`config.mk`:
```
export PLATFORM = sky130hd
export DESIGN_NAME = countdown_timer_param
export DESIGN_NICKNAME = d
export VERILOG_FILES = /design/src/rtl/countdown_timer_param.sv
export SDC_FILE = /design/constraint.sdc
export NUM_CORES = 1
export LEC_CHECK = 0
export CAP_MARGIN = 15
export CORE_MARGIN = 4
export CORE_UTILIZATION = 65
export CTS_BUF_LIST = sky130_fd_sc_hd__clkbuf_4 sky130_fd_sc_hd__clkbuf_8
export DETAILED_ROUTE_END_ITERATION = 8
export DONT_BUFFER_PORTS = 1
export GPL_TIMING_DRIVEN = 1
export PLACE_DENSITY_LB_ADDON = 0.05
export SETUP_SLACK_MARGIN = 0.02
export SLEW_MARGIN = 15
export SYNTH_ARGS = -nofsm -noshare
export SYNTH_HDL_FRONTEND = slang
export SYNTH_SLANG_ARGS = --single-unit
```
`constraint.sdc`:
```
create_clock -name clk -period 4.6 [get_ports clk]
set_input_delay 0.69 -clock clk [delete_from_list [all_inputs] [get_ports clk]]
set_output_delay 0.69 -clock clk [all_outputs]
set_load 0.01 [all_outputs]
```
`src/rtl/countdown_timer_param.sv`:
```
// countdown_timer_param: BCD mm:ss countdown with an internal 1 s prescaler,
// one-shot / auto-reload expiry, pause/resume, warning window and load checks.
module countdown_timer_param #(
  parameter int         DIV      = 100000000,
  parameter logic [7:0] RST_MIN  = 8'h01,
  parameter int         WARN_SEC = 10
) (
  input  logic       clk,
  input  logic       rst_n,     // active-high synchronous reset
  input  logic       cnt_en,
  input  logic       load,
  input  logic       mode,
  input  logic [7:0] min_init,
  input  logic [7:0] sec_init,
  output logic [7:0] xq,
  output logic [7:0] xh,
  output logic       running,
  output logic       done,
  output logic       expire,
  output logic       warn,
  output logic       load_err
);

  localparam int            PW  = (DIV > 2) ? $clog2(DIV) : 1;
  localparam logic [PW-1:0] TOP = PW'(DIV - 1);

  typedef enum logic [1:0] {IDLE, RUN, PAUSE, DONE} state_t;

  state_t        state, state_nx;
  logic [7:0]    xq_nx, xh_nx;
  logic [7:0]    sh_min, sh_sec, sh_min_nx, sh_sec_nx;
  logic [PW-1:0] presc, presc_nx;
  logic          expire_nx, load_err_nx;

  logic          load_ok, tick, at_one, shadow_zero;
  logic [6:0]    sec_bin;

  // Two-digit BCD decrement; callers guarantee the value is non-zero.
  function automatic logic [7:0] bcd_dec(input logic [7:0] v);
    if (v[3:0] != 4'd0) return {v[7:4], v[3:0] - 4'd1};
    else                return {v[7:4] - 4'd1, 4'd9};
  endfunction

  assign load_ok = (min_init[7:4] <= 4'd9) && (min_init[3:0] <= 4'd9) &&
                   (sec_init[7:4] <= 4'd5) && (sec_init[3:0] <= 4'd9);

  assign tick        = (state == RUN) && (presc == TOP);
  assign at_one      = (xq == 8'h00) && (xh == 8'h01);
  assign shadow_zero = (sh_min == 8'h00) && (sh_sec == 8'h00);

  // Warning window compares seconds in binary so WARN_SEC is a plain integer.
  assign sec_bin  = 7'(xh[7:4]) * 7'd10 + 7'(xh[3:0]);
  assign warn     = (xq == 8'h00) && (sec_bin != 7'd0) && (sec_bin <= 7'(WARN_SEC)) &&
                    ((state == RUN) || (state == PAUSE));
  assign running  = (state == RUN);
  assign done     = (state == DONE);

  // Register update: reset, otherwise take the next-state values.
  always_ff @(posedge clk) begin
    if (rst_n) begin
      state    <= IDLE;
      xq       <= RST_MIN;
      xh       <= 8'h00;
      sh_min   <= RST_MIN;
      sh_sec   <= 8'h00;
      presc    <= '0;
      expire   <= 1'b0;
      load_err <= 1'b0;
    end else begin
      state    <= state_nx;
      xq       <= xq_nx;
      xh       <= xh_nx;
      sh_min   <= sh_min_nx;
      sh_sec   <= sh_sec_nx;
      presc    <= presc_nx;
      expire   <= expire_nx;
      load_err <= load_err_nx;
    end
  end

  // Next state and datapath: load beats tick, tick beats the cnt_en state change.
  always_comb begin
    state_nx    = state;
    xq_nx       = xq;
    xh_nx       = xh;
    sh_min_nx   = sh_min;
    sh_sec_nx   = sh_sec;
    presc_nx    = presc;
    expire_nx   = 1'b0;
    load_err_nx = 1'b0;
    if (load) begin
      // A rejected load freezes everything for the cycle, including the prescaler.
      if (load_ok) begin
        xq_nx     = min_init;
        xh_nx     = sec_init;
        sh_min_nx = min_init;
        sh_sec_nx = sec_init;
        presc_nx  = '0;
        state_nx  = IDLE;
      end else begin
        load_err_nx = 1'b1;
      end
    end else begin
      case (state)
        IDLE: begin
          presc_nx = '0;
          if (cnt_en) state_nx = ((xq == 8'h00) && (xh == 8'h00)) ? DONE : RUN;
        end
        RUN: begin
          if (tick) begin
            presc_nx = '0;
            if (at_one) begin
              expire_nx = 1'b1;
              if (mode && !shadow_zero) begin
                xq_nx = sh_min;
                xh_nx = sh_sec;
              end else begin
                xq_nx    = 8'h00;
                xh_nx    = 8'h00;
                state_nx = DONE;
              end
            end else if (xh != 8'h00) begin
              xh_nx = bcd_dec(xh);
            end else begin
              xq_nx = bcd_dec(xq);
              xh_nx = 8'h59;
            end
          end else begin
            presc_nx = presc + 1'b1;
          end
          // Pause still lets a same-cycle tick land; a one-shot expiry wins.
          if (!cnt_en && (state_nx == RUN)) state_nx = PAUSE;
        end
        PAUSE: begin
          if (cnt_en) state_nx = RUN;
        end
        DONE: begin
          presc_nx = '0;
        end
        default: state_nx = IDLE;
      endcase
    end
  end

endmodule

```
==> results of run 1 <==
[flip-flops by register name, indices dropped and copies added, names as in the netlist]
register  cells
sh_min        8
state         2
load_err      1
xq            8
sh_sec        8
presc        27
expire        1
xh            8
[Yosys cell counts (3+ instances only)]
cell type | count | area, um^2
a211o_1 | 4 | 35.0
a21oi_1 | 35 | 175
inv_1 | 17 | 63.8
nand3b_1 | 4 | 30.0
and2_1 | 3 | 18.8
xnor2_1 | 10 | 87.6
dfxtp_1 | 63 | 1260
nor4b_1 | 3 | 26.3
buf_2 | 6 | 30.0
o21ai_0 | 14 | 70.1
nand2_1 | 65 | 244
xor2_1 | 18 | 158
nor2_1 | 48 | 180
nor4bb_1 | 3 | 30.0
mux2i_1 | 4 | 40.0
nor4_1 | 6 | 37.5
and3_1 | 7 | 43.8
ha_1 | 14 | 175
clkbuf_1 | 18 | 67.6
and4_1 | 7 | 61.3
a31oi_1 | 4 | 25.0
nor3_1 | 14 | 70.1
o21ai_1 | 4 | 20.0
nand4_1 | 10 | 62.6
a221oi_1 | 4 | 35.0
nand3_1 | 11 | 55.1
a221o_1 | 3 | 30.0
[routing by layer]
metal / GRT usage / vias up
met3: 0.0595 / 22
met5: 0 / -
met1: 0.311 / 1601
li1: - / 1598
met4: 0.119 / 0
met2: 0.442 / 110
[worst min path at each step]
stage	to	from
after floorplan	sh_sec[0]	sh_sec[0]
after global placement	sh_sec[3]	sh_sec[3]
after detailed placement	sh_sec[0]	sh_sec[0]
after CTS	xh[6]	rst_n
after global routing	sh_min[4]	rst_n
final	xq[5]	rst_n
[worst reg2reg max path, delay by kind of cell (launching register included)]
kind	cells	cell delay, ns
AOI/OAI and AO/OA	2	1.42
and+or+nand+nor	3	0.55
adders and majority gates	1	0.42
DFF	1	0.34
buffers and inverters	1	0.10
[cells by family after synthesis]
family | count (synthesis)
simple gates | 204
compound gates | 95
flops | 63
buf+inv | 41
xor+xnor | 28
fa+ha+maj | 16
mux | 4
[cell type report]
| type | instances | area, um^2 | area share |
|---|---|---|---|
| clock buffers | 12 | 159 | 0.0410 |
| repair buffers | 2 | 15.0 | 0.00387 |
| clock inverters | 4 | 20.0 | 0.00516 |
| inverters | 17 | 63.8 | 0.0165 |
| well taps | 72 | 90.1 | 0.0232 |
| multi-input cells | 347 | 2270 | 0.585 |
| flip-flops and latches | 63 | 1260 | 0.325 |
[per-stage QoR]
step | setup slack, ns | power, mW
6_report | 1.07 | 1.11
3_5_place_dp | 1.40 | 0.677
4_1_cts | 1.03 | 1.11
2_1_floorplan | 1.63 | 0.664
3_3_place_gp | 1.48 | 0.675
5_1_grt | 0.901 | 1.15
[power groups by stage]
stage	combinational [mW]	clock [mW]	sequential, mW
finish	0.0991	0.444	0.567
global placement	0.0957	0	0.579
global route	0.111	0.474	0.569
CTS	0.0983	0.444	0.567
detailed placement	0.0976	0	0.580
floorplan	0.0896	0	0.575
==> impl_metrics.env, run 1 <==
export IMPL_ys_warn_count=0
export IMPL_fin_worst_skew_ns=0.00539
export IMPL_placedCellCount=501
export IMPL_setup_viol=0
export IMPL_final_cell_count_no_fill=517
export IMPL_layout_common_cells="nand2_1, dfxtp_1, nor2_1"
export IMPL_slowest_delay_ns=0.69
export IMPL_syn_inst=451
export IMPL_postPlaceCellArea_um2=3700
export IMPL_cts_buffers=9
export IMPL_avgSynthCellArea_um2=8.18
export IMPL_pwr_share_seq=0.511
export IMPL_routed_wl_met2_um=4290
export IMPL_utilization=0.704
export IMPL_numPortBuffers=0
export IMPL_outcome="finished, final reports clean"
export IMPL_cts_buffer_depth=2
export IMPL_synth_cell_area_um2=3690
export IMPL_hold_viol=0
export IMPL_cts_max_level=3
export IMPL_reg2reg_from="state[1]"
export IMPL_setup_tns_ns=0
export IMPL_dp_hpwl_um=6160
export IMPL_drtAntennaViolNets=0
export IMPL_grt_usage=0.260
export IMPL_syn_to_final_growth_pct=5.12
export IMPL_antenna_found_initial=0
export IMPL_detail_route_wl_per_cell_um=16.9
export IMPL_cp_endpoint="warn"
export IMPL_ir_drop_uv=211
export IMPL_path_clk_slew_ns=0.07
export IMPL_drt_iter0_markers=255
export IMPL_synthAdderAreaFrac=0.0584
export IMPL_criticalPathCategory="register to output port"
export IMPL_crit_chain="ha_1 > ha_1 > inv_1 > fa_1 > and4b_1 > a31oi_1 > a2111oi_0"
export IMPL_rsz0062_at_grt="no"
export IMPL_cts_hold_buf=0
export IMPL_cp_end_kind="output port"
export IMPL_synth_distinct_cells=67
export IMPL_synth_compound_area_share=0.176
export IMPL_timing_rr_end="presc[4]"
export IMPL_fill_cells=444
export IMPL_finalHoldWorstSlack_ns=0.413
export IMPL_grt_pass1_wl_um=15000
export IMPL_crit_start="xh[7]"
export IMPL_final_common_cell="nand2_1"
export IMPL_coreArea_um2=5510
export IMPL_period_needed_ns=3.53
export IMPL_power_switching_mw=0.292
export IMPL_cpMostUsedCell="ha_1"
export IMPL_synth_flop_cell="dfxtp_1"
export IMPL_finalMaxSlewViolations=0
export IMPL_antenna_cells=0
export IMPL_worst_path_stages=7
export IMPL_ff2ff_path_depth=7
export IMPL_path_max_fanout=6
export IMPL_wl_met1_um=3710
export IMPL_highest_layer="met4"
export IMPL_start_kind="register"
export IMPL_min_path_cells=1
export IMPL_ys_ff_latch=63
export IMPL_clk_latency_ns=0.34
export IMPL_yosys_mux_area_fraction=0.0109
export IMPL_drc=0
export IMPL_drive_above_1_share=0.0831
export IMPL_cts_tree="done"
export IMPL_fp_row_count=27
export IMPL_cts_resized=0
export IMPL_yosysSeqAreaShare=0.342
export IMPL_synth_async_reset_ratio=0
export IMPL_hp_class="input port to register"
export IMPL_grt_pass1_vias=3226
export IMPL_initial_core_util=0.670
export IMPL_vias_per_cell=6.44
export IMPL_die_x_um=83.3
export IMPL_met3_length_um=498
export IMPL_die_y_um=83.3
export IMPL_critPathArrivalTime_ns=2.84
export IMPL_r2r_setup_slack_ns=1.62
export IMPL_synth_xor_area_frac=0.0665
export IMPL_numClockSinks=63
export IMPL_internal_power_mw=0.819
export IMPL_post_cts_buffers=0
export IMPL_max_cap_viol_count=0
export IMPL_worst_path_buf_inv=1
export IMPL_nets=477
export IMPL_grt_start_max_net_pins=41
export IMPL_die_area_um2=6940
export IMPL_drt_pass1_iter_count=5
export IMPL_worst_slew_pin_slew_ns=0.877
export IMPL_yosys_area_share_simple=0.302
export IMPL_fin_crit_sh=0.768
export IMPL_fmax_mhz=283
export IMPL_fin_area_um2=3880
export IMPL_grt_overflow=0
export IMPL_critPathRequiredTime_ns=3.91
export IMPL_wirelength_um=8760
export IMPL_pin_count=42
export IMPL_vias=3331
export IMPL_synth_nets=488
export IMPL_powerDensity_nw_per_um2=287
export IMPL_power_switching_fraction=0.262
export IMPL_cts_root_buf="clkbuf_8"
export IMPL_clkPwrFrac=0.400
export IMPL_synth_edf_count=0
export IMPL_p_comb_frac=0.089
export IMPL_maxSlewHeadroom=0.400
export IMPL_gp_congestion=0.874
export IMPL_power_leakage_nw=1.35
export IMPL_synth_top_family_by_area="simple AND/OR/NAND/NOR gates"
export IMPL_crit_slowest_cell="a2111oi_0"
export IMPL_cp_top_family="adder cells"
(Power assumes the default switching activity.)
==> run 2: changes to the inputs <==
Clock period 4.6 ns to 3.49 ns, I/O delays scaled along.
==> run 2 against run 1 <==
Effect of this change:
- cell count up 1.4%
- via count grew 0.12%
- critical path depth is 1 higher
- die area stayed put
- sequential power increased by 32%
- global-route usage is 0.38 points higher
- clock skew is 0.0065 ns higher
- non-clock buffer count up 7
- power is 37% higher
- worst setup slack got worse by 0.75 ns
- clock power grew 43%
- register-to-register slack worse by 0.88 ns
- critical endpoint unchanged
- largest cell class unchanged
==> impl_metrics.env, run 2 (synthesized netlist as in run 1, its figures left out) <==
export IMPL_hold_viol=0
export IMPL_cts_hold_buf=0
export IMPL_worst_path_buf_inv=2
export IMPL_numPortBuffers=0
export IMPL_die_y_um=83.3
export IMPL_pin_count=42
export IMPL_total_power_mw=1.52
export IMPL_post_cts_buffers=0
export IMPL_period_needed_ns=3.18
export IMPL_die_area_um2=6940
export IMPL_setup_tns_ns=0
export IMPL_die_x_um=83.3
export IMPL_initial_core_util=0.670
export IMPL_drtAntennaViolNets=0
export IMPL_setup_viol=0
export IMPL_numClockSinks=63
export IMPL_drive_above_1_share=0.0973
export IMPL_slowest_delay_ns=0.52
export IMPL_cpMostUsedCell="ha_1"
export IMPL_coreArea_um2=5510
export IMPL_ff_latch_area_um2=1260
export IMPL_crit_chain="ha_1 > ha_1 > inv_1 > fa_1 > and4b_1 > a31oi_1 > a2111oi_0 > buf_4"
export IMPL_criticalPathCategory="register to output port"
export IMPL_vias_per_cell=6.36
export IMPL_hp_class="input port to register"
export IMPL_path_clk_slew_ns=0.08
export IMPL_drc=0
export IMPL_grt_pass1_vias=3231
export IMPL_maxSlewHeadroom=0.545
export IMPL_top_register="presc"
export IMPL_path_max_fanout=6
export IMPL_outcome="finished, final reports clean"
export IMPL_critPathArrivalTime_ns=2.66
export IMPL_detail_route_wl_per_cell_um=17.0
export IMPL_worst_slew_pin_slew_ns=0.680
export IMPL_finalMaxSlewViolations=0
export IMPL_ir_drop_uv=299
export IMPL_nets=484
export IMPL_cp_top_family="adder cells"
export IMPL_grt_overflow=0
export IMPL_cp_end_kind="output port"
export IMPL_drt_iter0_markers=301
export IMPL_max_cap_viol_count=0
export IMPL_power_leakage_nw=1.38
export IMPL_start_kind="register"
export IMPL_multiInputGateArea_um2=2270
export IMPL_grt_pass1_wl_um=15300
export IMPL_final_common_cell="nand2_1"
export IMPL_wirelength_um=8910
export IMPL_fill_cells=450
export IMPL_crit_slowest_cell="dfxtp_1"
export IMPL_vias=3335
export IMPL_gp_congestion=0.927
export IMPL_cts_buffer_depth=2
export IMPL_critPathRequiredTime_ns=2.97
export IMPL_cts_tree="done"
export IMPL_syn_to_final_growth_pct=7.06
export IMPL_fmax_mhz=315
export IMPL_cts_root_buf="clkbuf_8"
export IMPL_fin_crit_sh=0.911
export IMPL_dp_hpwl_um=6270
export IMPL_antenna_cells=0
export IMPL_fp_row_count=27
export IMPL_grt_start_max_net_pins=41
export IMPL_layout_common_cells="nand2_1, dfxtp_1, nor2_1"
export IMPL_largest_reg_flops=27
export IMPL_cts_resized=0
export IMPL_cts_max_level=3
export IMPL_antenna_found_initial=0
export IMPL_grt_usage=0.264
export IMPL_fin_worst_skew_ns=0.0119
export IMPL_clk_latency_ns=0.34
export IMPL_cts_buffers=9
export IMPL_drt_pass1_iter_count=5
export IMPL_rsz0062_at_grt="no"
export IMPL_powerDensity_nw_per_um2=386
==> run 2: changes by cell type in the layout (fill, tap and decap cells not counted), sizes merged <==
cell and change:
clkinvlp +2, buf +7, bufinv +1, clkbuf -2, clkinv -1
==> run 2: power breakdown <==
group | internal [mW] | switching, mW | total [mW]
sequential | 0.730 | 0.0175 | 0.747
clock | 0.345 | 0.292 | 0.637
combinational | 0.0553 | 0.0830 | 0.138
total | 1.13 | 0.392 | 1.52
==> run 2: through the flow <==
step	instances	worst slack, ns	utilization	area [um^2]	hold WS (ns)
detailed placement	508	0.677	0.681	3750	0.465
global placement	508	0.737	0.681	3750	0.456
finish	524	0.311	0.717	3950	0.246
global route	524	0.0789	0.717	3950	0.236
CTS	524	0.308	0.717	3950	0.243
floorplan	451	0.691	-	3690	0.447
==> run 2: layer usage <==
metal | track usage | vias to the layer above | part of all wire
met5 | 0 | - | 0
met2 | 0.446 | 116 | 0.49
met4 | 0.119 | 0 | 0.026
met3 | 0.0526 | 27 | 0.067
met1 | 0.323 | 1569 | 0.42
li1 | - | 1623 | -
==> run 2: path summary, 6_finish.rpt <==
path	startpoint	to	slack (ns)	cells past startpoint
worst max-delay path	xh[7]	warn	0.31	8
worst min-delay path	rst_n	xq[7]	0.25	1
worst max register to register	state[1]	presc[18]	0.74	9
worst min register to register	sh_min[5]	sh_min[5]	0.48	2
==> run 2: cell type report <==
| class | count | area share |
|---|---|---|
| inverter | 17 | 0.0162 |
| clock inverter | 6 | 0.0152 |
| multi-input combinational | 347 | 0.574 |
| tap | 72 | 0.0228 |
| timing repair buffer | 9 | 0.0171 |
| sequential | 63 | 0.319 |
| clock buffer | 10 | 0.0349 |
==> RTL change 1 (settings of run 2) <==
`sh_sec` no longer has a reset.
--- a/src/rtl/countdown_timer_param.sv
+++ b/src/rtl/countdown_timer_param.sv
@@ -64,3 +64,2 @@
       sh_min   <= RST_MIN;
-      sh_sec   <= 8'h00;
       presc    <= '0;
@@ -73,3 +72,2 @@
       sh_min   <= sh_min_nx;
-      sh_sec   <= sh_sec_nx;
       presc    <= presc_nx;
@@ -78,2 +76,6 @@
     end
+  end
+
+  always_ff @(posedge clk) begin
+    sh_sec <= sh_sec_nx;
   end
Formal check against the unedited RTL: no difference found for any inputs over 10 cycles, from zero or initial values and one cycle with rst_n high; that may be too few to reach the edited logic, so the function may still have changed.
==> RTL change 1 against run 2 <==
  * Clock skew shrank 0.0018 ns
  * Highest routed layer unchanged
  * Via count grew 7.9%
  * Design area grew 2.1%
  * Count of clock-buffer cells in the layout grew 1
  * Worst setup slack gained 0.089 ns
  * Routed wire length grew 12%
  * Power grew 0.58%
  * Utilization grew 0.20 points
  * Sequential cell count is the same
  * Area after synthesis grew 3.2%
  * Non-clock buffer count shrank 1
==> RTL change 1: results (changes against run 2) <==
| Metric | Value |
|---|---|
| Number of synthesized flops with an enable pin | `8 (+8)` |
| Critical path origin | `xh[1]` |
| Worst setup path end | `warn` |
| CTS buffer count | `9 (unchanged)` |
| R2R Setup Slk | `0.70 ns (-0.04 ns)` |
| Worst vdd ir | `276.4 µV (-7.5%)` |
| FF-to-FF path depth | `6 (-3)` |
| Worst Clk Skew | `0.01013 ns (-0.001798 ns)` |
| Largest net degree at the start of global routing | `37 (-9.8%)` |
| Root Buffer | `clkbuf_8` |
| Routability cong. | `0.9394 (+1.3%)` |
| Slew margin rel. | `42.20% (-12 points)` |
| Placed cell area | `3865 µm² (+3.1%)` |
| GR Layer Usage met1 | `36.67% (+4.4 points)` |
| Synth warn | `0 (unchanged)` |
| Asr flop ratio synth | `0% (unchanged)` |
| Unique masters post-synth | `70 (+4.5%)` |
| Top cells by area, synth | `dfxtp_1 29%, edfxtp_1 6.3%, ha_1 4.6%` |
| Worst-skew pair later-pin latency | `0.34 ns (about the same)` |
| GRT busiest layer | `met2` |
| Tot GR Track Use | `28.17% (+1.8 points)` |
| Status | `completed` |
| Max reg flops | `27 (unchanged)` |
| PortBufs | `0 (unchanged)` |
| DR iter-0 viols | `438 (+46%)` |
| Clock Path Buffers | `2 (unchanged)` |
| Reg-to-Reg End | `xq[6]` |
| Met2 Usage GRT | `44.56% (-0.051 points)` |
| Post-synthesis sequential area ratio | `35.24% (+1.0 points)` |
| Final HPWL DP | `7145 µm (+14%)` |
| Share of layout cells above drive strength 1 | `7.947% (-1.8 points)` |
| Final Setup Violations | `0 (unchanged)` |
| Detailed Routing Iterations Pass 1 | `6 (+1)` |
| WL final | `9932 µm (+12%)` |
| Net Count, Synth | `489 (+0.20%)` |
| Grt met3 use | `5.888% (+0.63 points)` |
| Max FO, Critical Path | `10 (+4)` |
| Most frequent cells after synthesis | `55 x dfxtp_1, 36 x nand2_1, 34 x nor2_1` |
| Hold WC Path Type | `input pin to flop` |
| Detailed-route via count | `3,599 (+7.9%)` |
| Synthesized flop and latch total | `63 (unchanged)` |
| H-Tree Depth | `3 (unchanged)` |
| Leakage | `1.324 nW (-4.2%)` |
| FF-to-FF Start | `state[0]` |
| Vias in the first global route | `3,395 (+5.1%)` |
| Cts repair resizes | `0 (unchanged)` |
| Fillcell total | `456 (+1.3%)` |
| Sw power | `428.2 µW (+9.2%)` |
| Largest Register | `presc` |
| Critical Path AT | `2.57 ns (-0.09 ns)` |
| First-pass GRT wire length | `16,570 µm (+8.5%)` |
-- RTL change 1: cell types whose count changed after synthesis, moves of 6 or more --
cell	change
nand2_1	-29
nor2_1	-14
nor4_1	+13
inv_1	+12
xor2_1	-9
dfxtp_1	-8
edfxtp_1	+8
xnor2_1	+8
nand3_1	+7
a211oi_1	+6
-- RTL change 1: through the flow --
| step | power [mW] | hold WS [ns] | setup WS (ns) | utilization, % | cells |
|---|---|---|---|---|---|
| 5_1_grt | 1.588 | 0.2419 | 0.2864 | 71.89 | 525 |
| 3_3_place_gp | 0.9764 | 0.4537 | 0.7750 | 68.92 | 510 |
| 6_report | 1.532 | 0.2529 | 0.4005 | 71.89 | 525 |
| 2_1_floorplan | 0.9424 | 0.4491 | 1.028 | - | 452 |
| 3_5_place_dp | 0.9833 | 0.4603 | 0.7669 | 68.92 | 510 |
| 4_1_cts | 1.532 | 0.2456 | 0.4443 | 71.89 | 525 |
-- RTL change 1: layer usage --
layer  part of all wire [%]  up-vias  wire [µm]
li1                       -     1700          -
met1                     40     1664       4006
met2                     48      205       4738
met3                    9.2       30        913
met4                    2.8        0        274
met5                      0        -          0
-- RTL change 1: worst min-delay path by stage --
stage               from         to  cells past startpoint
2_1_floorplan  sh_min[7]  sh_min[7]                      2
3_3_place_gp   sh_min[7]  sh_min[7]                      2
3_5_place_dp   sh_min[7]  sh_min[7]                      2
4_1_cts            rst_n  sh_min[6]                      1
5_1_grt            rst_n  sh_min[3]                      1
6_report           rst_n      xh[6]                      1
-- RTL change 1: logic make-up (layout without fill, tap and decap cells) --
group / Yosys count / count (layout) / synth area share, %
simple gates: 185 / 185 / 27.02
mux: 5 / 5 / 1.315
fa+ha+maj: 16 / 16 / 5.654
buf+inv: 51 / 52 / 5.259
flops: 63 / 63 / 35.24
compound gates: 105 / 105 / 19.30
xor+xnor: 27 / 27 / 6.213
-- RTL change 1: power by group through the flow --
stage | combinational [mW] | clock (mW) | sequential (mW)
after CTS | 0.192 | 0.564 | 0.776
after detailed placement | 0.190 | 0 | 0.793
after global routing | 0.217 | 0.593 | 0.779
after floorplan | 0.158 | 0 | 0.784
after global placement | 0.184 | 0 | 0.792
final | 0.193 | 0.561 | 0.777
-- RTL change 1: worst max-delay path, cell delays in order, from the launching register on --
cell and delay, ns:
dfxtp_1 0.58, ha_1 0.24, inv_1 0.05, fa_1 0.43
xor2_1 0.22, a21oi_1 0.06, a31oi_1 0.19, nand4_1 0.18
a21oi_1 0.27
-- RTL change 1: layout make-up --
class,count,area share [%]
Clock buffer,11,3.600
Clock inverter,4,0.5276
Inverter,29,2.700
Multi-Input combinational cell,338,56.18
Sequential cell,63,33.27
Tap cell,72,2.235
Timing Repair Buffer,8,1.490
==> RTL change 2 (config.mk and constraints of run 2) <==
Made on the original files. Change the parameter `DIV` from 100000000 to 50000000.
--- a/src/rtl/countdown_timer_param.sv
+++ b/src/rtl/countdown_timer_param.sv
@@ -3,3 +3,3 @@
 module countdown_timer_param #(
-  parameter int         DIV      = 100000000,
+  parameter int         DIV      = 50000000,
   parameter logic [7:0] RST_MIN  = 8'h01,
Function: same outputs for any inputs over 10 cycles, from zero or initial values and one cycle with rst_n high; that may be too few to reach the edited logic, so the function may still have changed.
==> RTL change 2 against run 2 <==
  * Design area increased by 4.6%
  * Synthesized cell count increased by 4.4%
  * Largest power group unchanged
  * Area after synthesis increased by 4.4%
  * Clock skew shrank 0.0026 ns
  * Sequential power up 0.5%
  * Routed wire length up 7.5%
  * Via count grew 8.0%
  * Final cell count rose by 4.0%
  * Sequential cell count down 1
  * Worst setup slack better by 0.24 ns
  * Power grew 7.3%
  * Maximum frequency up 8.3%
  * Non-clock buffer count stayed put
  * Utilization increased by 1.5 points
==> RTL change 2: results (changes against run 2) <==
| Metric | Value |
|---|---|
| First-pass GRT wire length | `15,970 µm (+4.6%)` |
| Net count, final | `505 (+4.3%)` |
| WL final | `9575 µm (+7.5%)` |
| Synth warn | `0 (unchanged)` |
| Status | `completed` |
| Asr flop ratio synth | `0% (unchanged)` |
| PortBufs | `0 (unchanged)` |
| Post-synthesis mux area share | `0.7800% (-0.31 points)` |
| Clock Path Buffers | `2 (unchanged)` |
| Worst Clk Skew | `0.009325 ns (-0.002602 ns)` |
| Slowest cell on crit path | `dfxtp_1` |
| Max reg flops | `26 (-3.7%)` |
| Synth Area in Compound Gates | `20.99% (+3.3 points)` |
| Vias in the first global route | `3,371 (+4.3%)` |
| Flop pwr share | `46.0% (-3.1 points)` |
| Share of layout cells above drive strength 1 | `10.99% (+1.3 points)` |
| Crit-path max cell delay | `0.54 ns (+0.02 ns)` |
| # Post-CTS Setup Buffers | `0 (unchanged)` |
| Tot GR Track Use | `27.22% (+0.82 points)` |
| Cts repair resizes | `0 (unchanged)` |
| DR iter-0 viols | `316 (+5.0%)` |
| Placed cell area | `3913 µm² (+4.3%)` |
| Clock Power Share | `42.3% (+0.5 points)` |
| Detailed Routing Iterations Pass 1 | `5 (unchanged)` |
| Synth Area in Adders | `5.590% (-0.25 points)` |
| Critical Path AT | `2.41 ns (-0.25 ns)` |
| Routability cong. | `0.8445 (-8.9%)` |
| CTS buffer count | `9 (unchanged)` |
| Max FO, Critical Path | `8 (+2)` |
| Pin slew with the least headroom to its limit | `0.6580 ns (-0.02199 ns)` |
| Unique masters post-synth | `77 (+15%)` |
| Post-Synth XOR/XNOR Area | `6.825% (+0.17 points)` |
| Top cells by area, synth | `dfxtp_1 32%, xnor2_1 6.4%, a21oi_1 5.3%` |
| H-Tree Depth | `3 (unchanged)` |
| Worst-skew pair later-pin latency | `0.34 ns (about the same)` |
| Largest Register | `presc` |
| Net Sw Frac | `26.27% (+0.51 points)` |
| Vias per inst | `6.611 (+3.9%)` |
| Antenna violations before repair | `0 (unchanged)` |
| Hold WC Path Type | `input pin to flop` |
| Primary FF master, synth | `dfxtp_1` |
| Largest net degree at the start of global routing | `35 (-15%)` |
| Worst vdd ir | `382.1 µV (+28%)` |
| Antenna Cells | `0 (unchanged)` |
| Clk slew on worst S/H paths | `approximately 0.070 ns` |
| Top delay family on crit path | `adder cells` |
| Final HPWL DP | `6933 µm (+11%)` |
| Post-synthesis sequential area ratio | `32.24% (-2.0 points)` |
| Clk pwr | `691 µW (+8.5%)` |
| Leakage | `1.359 nW (-1.7%)` |
| Most frequent cells after synthesis | `62 x dfxtp_1, 52 x nand2_1, 42 x nor2_1` |
| Root Buffer | `clkbuf_8` |
[RTL change 2: cell type report]
class | instances | area, µm²
Multi-Input combinational cell | 365 | 2435
Fill cell | 426 | 1511
Sequential cell | 62 | 1241
Clock buffer | 10 | 131.4
Tap cell | 72 | 90.09
Clock inverter | 6 | 86.33
Inverter | 21 | 78.83
Timing Repair Buffer | 9 | 67.56
[RTL change 2: through the flow]
step	setup WS, ns	instances
after CTS	0.5323	545
after floorplan	1.044	471
final	0.5559	545
after global routing	0.4230	545
after global placement	0.8712	529
after detailed placement	0.7930	529
[RTL change 2: per-layer routing]
metal  GRT usage (%)  share of wire, %  vias up
met5               0                 0        -
met3           6.990               7.6       23
met2           44.99                49      137
li1                -                 -     1731
met1           33.51                42     1712
met4           11.51               1.9        0
[RTL change 2: path summary, 6_finish.rpt]
check	endpoint	slack, ns	depth (start not counted)	start
max reg2reg	presc[20]	0.78	8	state[0]
min reg2reg	sh_sec[2]	0.47	2	sh_sec[2]
min	xh[7]	0.24	1	rst_n
max	warn	0.56	7	xh[1]
